--- config.mk ---
export PLATFORM = sky130hd
export DESIGN_NAME = sram_buffer_ctrl
export DESIGN_NICKNAME = d
export VERILOG_FILES = /design/src/rtl/sram_buffer_ctrl.sv
export SDC_FILE = /design/constraint.sdc
export NUM_CORES = 1
export LEC_CHECK = 0
export CAP_MARGIN = 30
export CORE_AREA = 5 5 211 213
export CTS_CLUSTER_DIAMETER = 100
export DETAILED_ROUTE_END_ITERATION = 12
export DIE_AREA = 0 0 216 218
export GPL_TIMING_DRIVEN = 1
export MAX_ROUTING_LAYER = met4
export PLACE_DENSITY = 0.65
export SYNTH_ARGS = -nofsm -noshare
export SYNTH_HDL_FRONTEND = slang
export SYNTH_SLANG_ARGS = --single-unit
--- constraint.sdc ---
create_clock -name clk -period 4.5 [get_ports clk]
set_clock_uncertainty 0.2 [all_clocks]
set_input_delay 1.35 -clock clk [delete_from_list [all_inputs] [get_ports clk]]
set_output_delay 1.35 -clock clk [all_outputs]
set_load 0.005 [all_outputs]
--- src/rtl/sram_buffer_ctrl.sv ---
// sram_buffer_ctrl: arbitrates one single-port row buffer between a row-write
// port and a burst-read engine. Read data returns one cycle after issue and is
// absorbed by a 2-entry FIFO, so bursts stream at one row per cycle under
// valid/ready backpressure.
// Optional macro BUF_RR_ARB_EN: round-robin write/read arbitration instead of
// fixed read priority.
module sram_buffer_ctrl #(
    parameter int ARR_WIDTH  = 16,
    parameter int ADDR_DEPTH = 128,
    parameter int AW         = 7
) (
    input  logic                   clk,
    input  logic                   reset_n,
    input  logic                   wr_valid,
    output logic                   wr_ready,
    input  logic [AW-1:0]          wr_addr,
    input  logic [ARR_WIDTH*8-1:0] wr_data,
    input  logic                   rd_start,
    input  logic [AW-1:0]          rd_base,
    input  logic [7:0]             rd_len,
    output logic                   rd_busy,
    output logic [ARR_WIDTH*8-1:0] rd_data,
    output logic                   rd_valid,
    output logic                   rd_last,
    input  logic                   rd_ready,
    output logic                   buf_enable,
    output logic                   buf_wr_en,
    output logic [AW-1:0]          buf_addr,
    output logic [ARR_WIDTH*8-1:0] buf_wdata,
    input  logic [ARR_WIDTH*8-1:0] buf_rdata
);
    localparam int DW = ARR_WIDTH * 8;
    localparam logic [AW-1:0] ADDR_MASK = AW'(ADDR_DEPTH - 1);

    typedef enum logic [1:0] {IDLE, BURST, DRAIN} state_t;

    typedef struct packed {
        logic          last;
        logic [DW-1:0] data;
    } fifo_ent_t;

    state_t    state, state_nxt;
    logic [AW-1:0] base;
    logic [7:0]    len, issued;
    logic          inflight_vld, inflight_last;
    fifo_ent_t     fifo_mem [2];
    logic          wr_ptr, rd_ptr;
    logic [1:0]    fifo_cnt;

    logic pop, credit_ok, rd_elig, wr_req, issue_last;
    logic rd_grant, wr_grant;

    assign rd_valid   = (fifo_cnt != 2'd0);
    assign rd_data    = fifo_mem[rd_ptr].data;
    assign rd_last    = rd_valid & fifo_mem[rd_ptr].last;
    assign pop        = rd_valid & rd_ready;
    assign rd_busy    = (state != IDLE);
    assign issue_last = (issued == len - 8'd1);

    // A read may issue only if the FIFO can hold it once it lands:
    // fifo_cnt + inflight - pop < 2, rearranged to avoid underflow.
    assign credit_ok = ({1'b0, fifo_cnt} + {2'b0, inflight_vld}) < (3'd2 + {2'b0, pop});
    assign rd_elig   = (state == BURST) & credit_ok;
    // Writes are blocked while reset is asserted so the buffer stays idle.
    assign wr_req    = wr_valid & reset_n;

`ifdef BUF_RR_ARB_EN
    logic rr_wr_pri;

    // Round-robin pointer: whoever was granted last yields next time; write first after reset.
    always_ff @(posedge clk or negedge reset_n) begin
        if (!reset_n)      rr_wr_pri <= 1'b1;
        else if (wr_grant) rr_wr_pri <= 1'b0;
        else if (rd_grant) rr_wr_pri <= 1'b1;
    end

    // Grant: alternate when both sides want the port.
    always_comb begin
        rd_grant = rd_elig;
        wr_grant = wr_req;
        if (rd_elig && wr_req) begin
            wr_grant = rr_wr_pri;
            rd_grant = ~rr_wr_pri;
        end
    end
`else
    // Grant: an eligible burst read always wins; writes wait for a free cycle.
    always_comb begin
        rd_grant = rd_elig;
        wr_grant = wr_req & ~rd_elig;
    end
`endif

    assign wr_ready = wr_grant;

    // Buffer port drive: read, write or idle (active-low strobes).
    always_comb begin
        buf_enable = 1'b1;
        buf_wr_en  = 1'b1;
        buf_addr   = '0;
        buf_wdata  = '0;
        if (rd_grant) begin
            buf_enable = 1'b0;
            buf_addr   = (base + issued[AW-1:0]) & ADDR_MASK;
        end else if (wr_grant) begin
            buf_enable = 1'b0;
            buf_wr_en  = 1'b0;
            buf_addr   = wr_addr;
            buf_wdata  = wr_data;
        end
    end

    // FSM state register.
    always_ff @(posedge clk or negedge reset_n) begin
        if (!reset_n) state <= IDLE;
        else          state <= state_nxt;
    end

    // FSM next state: start burst, finish issuing, wait for last beat.
    always_comb begin
        state_nxt = state;
        case (state)
            IDLE:    if (rd_start && rd_len != 8'd0) state_nxt = BURST;
            BURST:   if (rd_grant && issue_last)     state_nxt = DRAIN;
            DRAIN:   if (pop && rd_last)             state_nxt = IDLE;
            default: state_nxt = IDLE;
        endcase
    end

    // Burst descriptor latch and issue counter.
    always_ff @(posedge clk or negedge reset_n) begin
        if (!reset_n) begin
            base   <= '0;
            len    <= '0;
            issued <= '0;
        end else if (state == IDLE && rd_start && rd_len != 8'd0) begin
            base   <= rd_base;
            len    <= rd_len;
            issued <= '0;
        end else if (rd_grant) begin
            issued <= issued + 8'd1;
        end
    end

    // Track the read whose data appears on buf_rdata next cycle.
    always_ff @(posedge clk or negedge reset_n) begin
        if (!reset_n) begin
            inflight_vld  <= 1'b0;
            inflight_last <= 1'b0;
        end else begin
            inflight_vld  <= rd_grant;
            inflight_last <= rd_grant & issue_last;
        end
    end

    // Output FIFO: push returning row, pop on accepted beat.
    always_ff @(posedge clk or negedge reset_n) begin
        if (!reset_n) begin
            fifo_mem[0] <= '0;
            fifo_mem[1] <= '0;
            wr_ptr      <= 1'b0;
            rd_ptr      <= 1'b0;
            fifo_cnt    <= 2'd0;
        end else begin
            if (inflight_vld) begin
                fifo_mem[wr_ptr] <= '{last: inflight_last, data: buf_rdata};
                wr_ptr           <= ~wr_ptr;
            end
            if (pop) rd_ptr <= ~rd_ptr;
            fifo_cnt <= fifo_cnt + {1'b0, inflight_vld} - {1'b0, pop};
        end
    end

endmodule

==> impl_summary.md <==
Clocking
The CTS tree is done. The TritonCTS buffer count is 34. The insertion delay to the later sink of the worst-skew pair is 0.53 ns. The maximum level of the CTS H-tree is 2. Counting along the longest clock path gives a buffer depth of 3.

CTS placed an instance of clkbuf_16 at the clock tree root. After clock tree synthesis, the flow added hold-fix buffers numbering 0. After clock tree synthesis, the clock-pin slew on the worst setup and hold paths is 0.06 ns.

The number of sinks driven by the clock tree is 289.

Pwr
For this design the ratio of total power to cell area is 721.2 nW/µm². The leakage power of the design is 9.144 nW. The power consumption is 0.01526 W. The maximum vdd ir drop is 475.4 µV.

Worst setup path
The number of buffers and inverters on the critical path is 5. The gate family responsible for the most delay along the worst path is buffers and inverters. Walking the worst path, the cells encountered are dlygate4sd2_1, o21ai_2, o21a_1, nor3_4, nor2_4, buf_12, buf_12, buf_16, and2_1, clkdlybuf4s15_1.

Data on the critical path arrives at its endpoint at 2.90 ns. The stage delay of the slowest cell on the critical path is 0.22 ns. The category of the worst setup path capture point is a primary output. The most frequent cell on the critical path is buf_12. The worst setup path is launched from an input pin. Among all stages on the critical path, the largest delay is contributed by dlygate4sd2_1. The critical path in this run is classified as input pin to primary output. The highest fanout seen on the critical path is 20. For the worst setup path, the data required time is 2.95 ns.

Timing
The minimum clock period is 4.451 ns. The number of hold-slack violations in the final timing report came to 0. Setup violations remaining at the end of the flow were counted as 0. The total count of max-transition violations in the final report is 0. Summed over all failing endpoints, the final setup total negative slack is 0 ns. The max-slew headroom at the worst pin is 37.87%. For the pin with the worst max-slew slack, the measured transition is 0.9319 ns.

The worst setup margin is 0.04862 ns. The fmax is 224.6 MHz. Final hold analysis gives a worst-case slack of 0.2987 ns.

In the finished design, the share of the clock period the worst path needs comes to 98.92%.

Global route
The number of antenna violations at the first check in global routing came to 10. The global-route usage over all layers is 20.17%. The total overflow left after global routing is 0. The wire length of the first global-routing pass is 70.12 mm. The via count of the first global-routing pass is 10980. The pin count of the biggest net entering global routing is 141.

Routing
The remaining design rule violation count is 0. Once detail routing completed, the nets flagged for antenna violations numbered 0. Dividing the detail-routed wire length by the instance count gives 22.38 µm. The total iterations of the first detailed-routing run is 4.

The overall routed net length is 48.23 mm. The DRC violation total after the first TritonRoute iteration is 662. Using the TritonRoute via totals, the vias-per-cell ratio works out to 4.757.

The via count is 10250.

Cells and area
The filler cell count is 3783. At the end of the flow the core is filled with cells to 49.76%. The layout cell share with drive strength beyond 1 is 31.23%. At the end of the flow, the number of nets in the layout was 1873. From synthesis to final layout, the design area changed by 52.93%.

Place
The congestion estimate from routability-driven global placement came to 1.150. Before CTS, the worst setup slack after placement is -0.4074 ns. Once detailed placement completed, the half-perimeter wirelength came to 36.03 mm.

The count of buffers inserted at the top-level ports is 551.

Yosys
Ranked by total cell area, the synthesized netlist is headed by dfrtp_1 52%, mux2_2 32%, and2_1 5.8%. The number of nets in the synthesized netlist is 1314. The commonest cells after synthesis are 398 x mux2_2, 289 x dfrtp_1, 128 x and2_1, 35 x buf_2, 16 x xnor2_1. The portion of the post-synthesis area used by sequential elements is 52.28%. In this run, distinct cell masters in the synthesized netlist total 37. The number of synthesized flops with an enable pin is 0. The flip-flop cell with the highest count after synthesis is dfrtp_1. The async set or reset register ratio after synthesis is 100.0%. The cell area that synthesis handed to floorplanning was 13830 µm².

A synthesized cell averages 13.59 µm². The portion of synthesized cell area occupied by the leading cell type is 52.28%. The yosys synthesis warning count is 0. The most repeated cell in the gate-level netlist after synthesis is mux2_2.

The biggest area consumer among synthesized cells is dfrtp_1. Synthesis inferred 289 register bits. The synthesized instance count is 1018.

Die
The count of pins on the block boundary is 552. The number of placement rows is 76. In this run the horizontal extent of the chip is 216 µm. In this run the standard cell core region covers 42510 µm².

The initial utilization of the core area, before any placement, comes to 32.54%. The total die area is 47090 µm². The die boundary height is 218 µm.

Outcome
The flow ran to the end, and the final reports show no timing, DRC or antenna violations.

Hold path
The path category of the worst min-delay check is flip-flop to flip-flop.

Flow run
Across the run, the number of max-cap violations was 0.
flip-flops by register name (all words and copies together) (netlist names):
signal and count:
fifo_mem 258, issued 8, len 8, base 7
fifo_cnt 2, state 2, inflight_last 1, inflight_vld 1
rd_ptr 1, wr_ptr 1
timing repair:
action,in CTS,in global routing
gates resized for setup,174,8
pin swaps,3,2
gates cloned,2,0
endpoints found under the setup margin,138,76
setup buffers,5,1
layout make-up:
cell class	instances	area (µm²)	share of cell area (%)
diodes	8	20.02	0.09464
clock buffers	53	1054	4.980
clock inverters	7	81.33	0.3845
inverters	12	45.04	0.2129
multi-input cells	655	6220	29.40
flip-flops and latches	289	7236	34.21
well taps	546	683.2	3.230
repair buffers	585	5814	27.49
power by group:
group / switching [W] / internal [W]
Clock: 0.00109 / 0.00167
Sequential: 0.000712 / 0.00393
Combinational: 0.00297 / 0.00488
layer usage:
metal	share of wire (%)	wire, µm	vias to the layer above	GRT usage (%)
met5	0	0	-	-
met4	2.1	1011	0	4.812
met3	8.9	4302	69	8.594
met2	45	21560	386	29.38
met1	44	21350	5127	26.22
li1	-	-	4669	-
cell families after synthesis:
kind of cell               Yosys count  share of synthesized area [%]
adders and majority gates           13                          1.230
xor gates and xnor gates            27                          1.710
DFF                                289                          52.28
and+or+nand+nor                    187                          8.024
muxes                              400                          32.55
AOI/OAI and AO/OA                   28                          1.230
buffers and inverters               74                          2.976
worst paths after layout:
kind	start	end	slack [ns]	cells after the start
worst max-delay path	rd_ready	buf_wdata[121]	0.05	10
max in group asynchronous	reset_n	rd_ptr	2.16	4
worst max register to register	inflight_vld	fifo_mem[236]	2.06	3
min in group asynchronous	reset_n	fifo_mem[4]	0.73	2
worst min register to register	fifo_mem[55]	fifo_mem[55]	0.30	1
worst min-delay path	fifo_mem[55]	fifo_mem[55]	0.30	1
cells in the final DEF (no fill, tap or decap), drive strengths merged, types with 3 or more instances in the layout:
master         instances
clkdlybuf4s15         24
xor2                  11
nand4                  6
o21ai                 14
inv                   14
xnor2                 16
mux2                 398
nor2                  14
nand2                 14
a21oi                  5
nand2b                 6
ha                    12
nor4                   4
dlygate4sd2          108
buf                   37
clkbuf                57
clkdlybuf4s50        412
and2                 128
dfrtp                289
nor3                   5
diode                  8
clkinv                 3
worst reg2reg max path, cell delays in order (launching register included):
cell     delay, ns
dfrtp_1       0.49
nor2b_4       0.63
buf_12        0.43
mux2_2        0.57
through the flow:
| stage | instance area (µm²) | cells |
|---|---|---|
| final | 21150 | 2155 |
| after global routing | 21150 | 2155 |
| after CTS | 21090 | 2145 |
| after detailed placement | 19980 | 2079 |
| after global placement | 19980 | 2079 |
| after floorplan | 13830 | 1018 |
No activity file was read; power rests on OpenSTA's default activity.
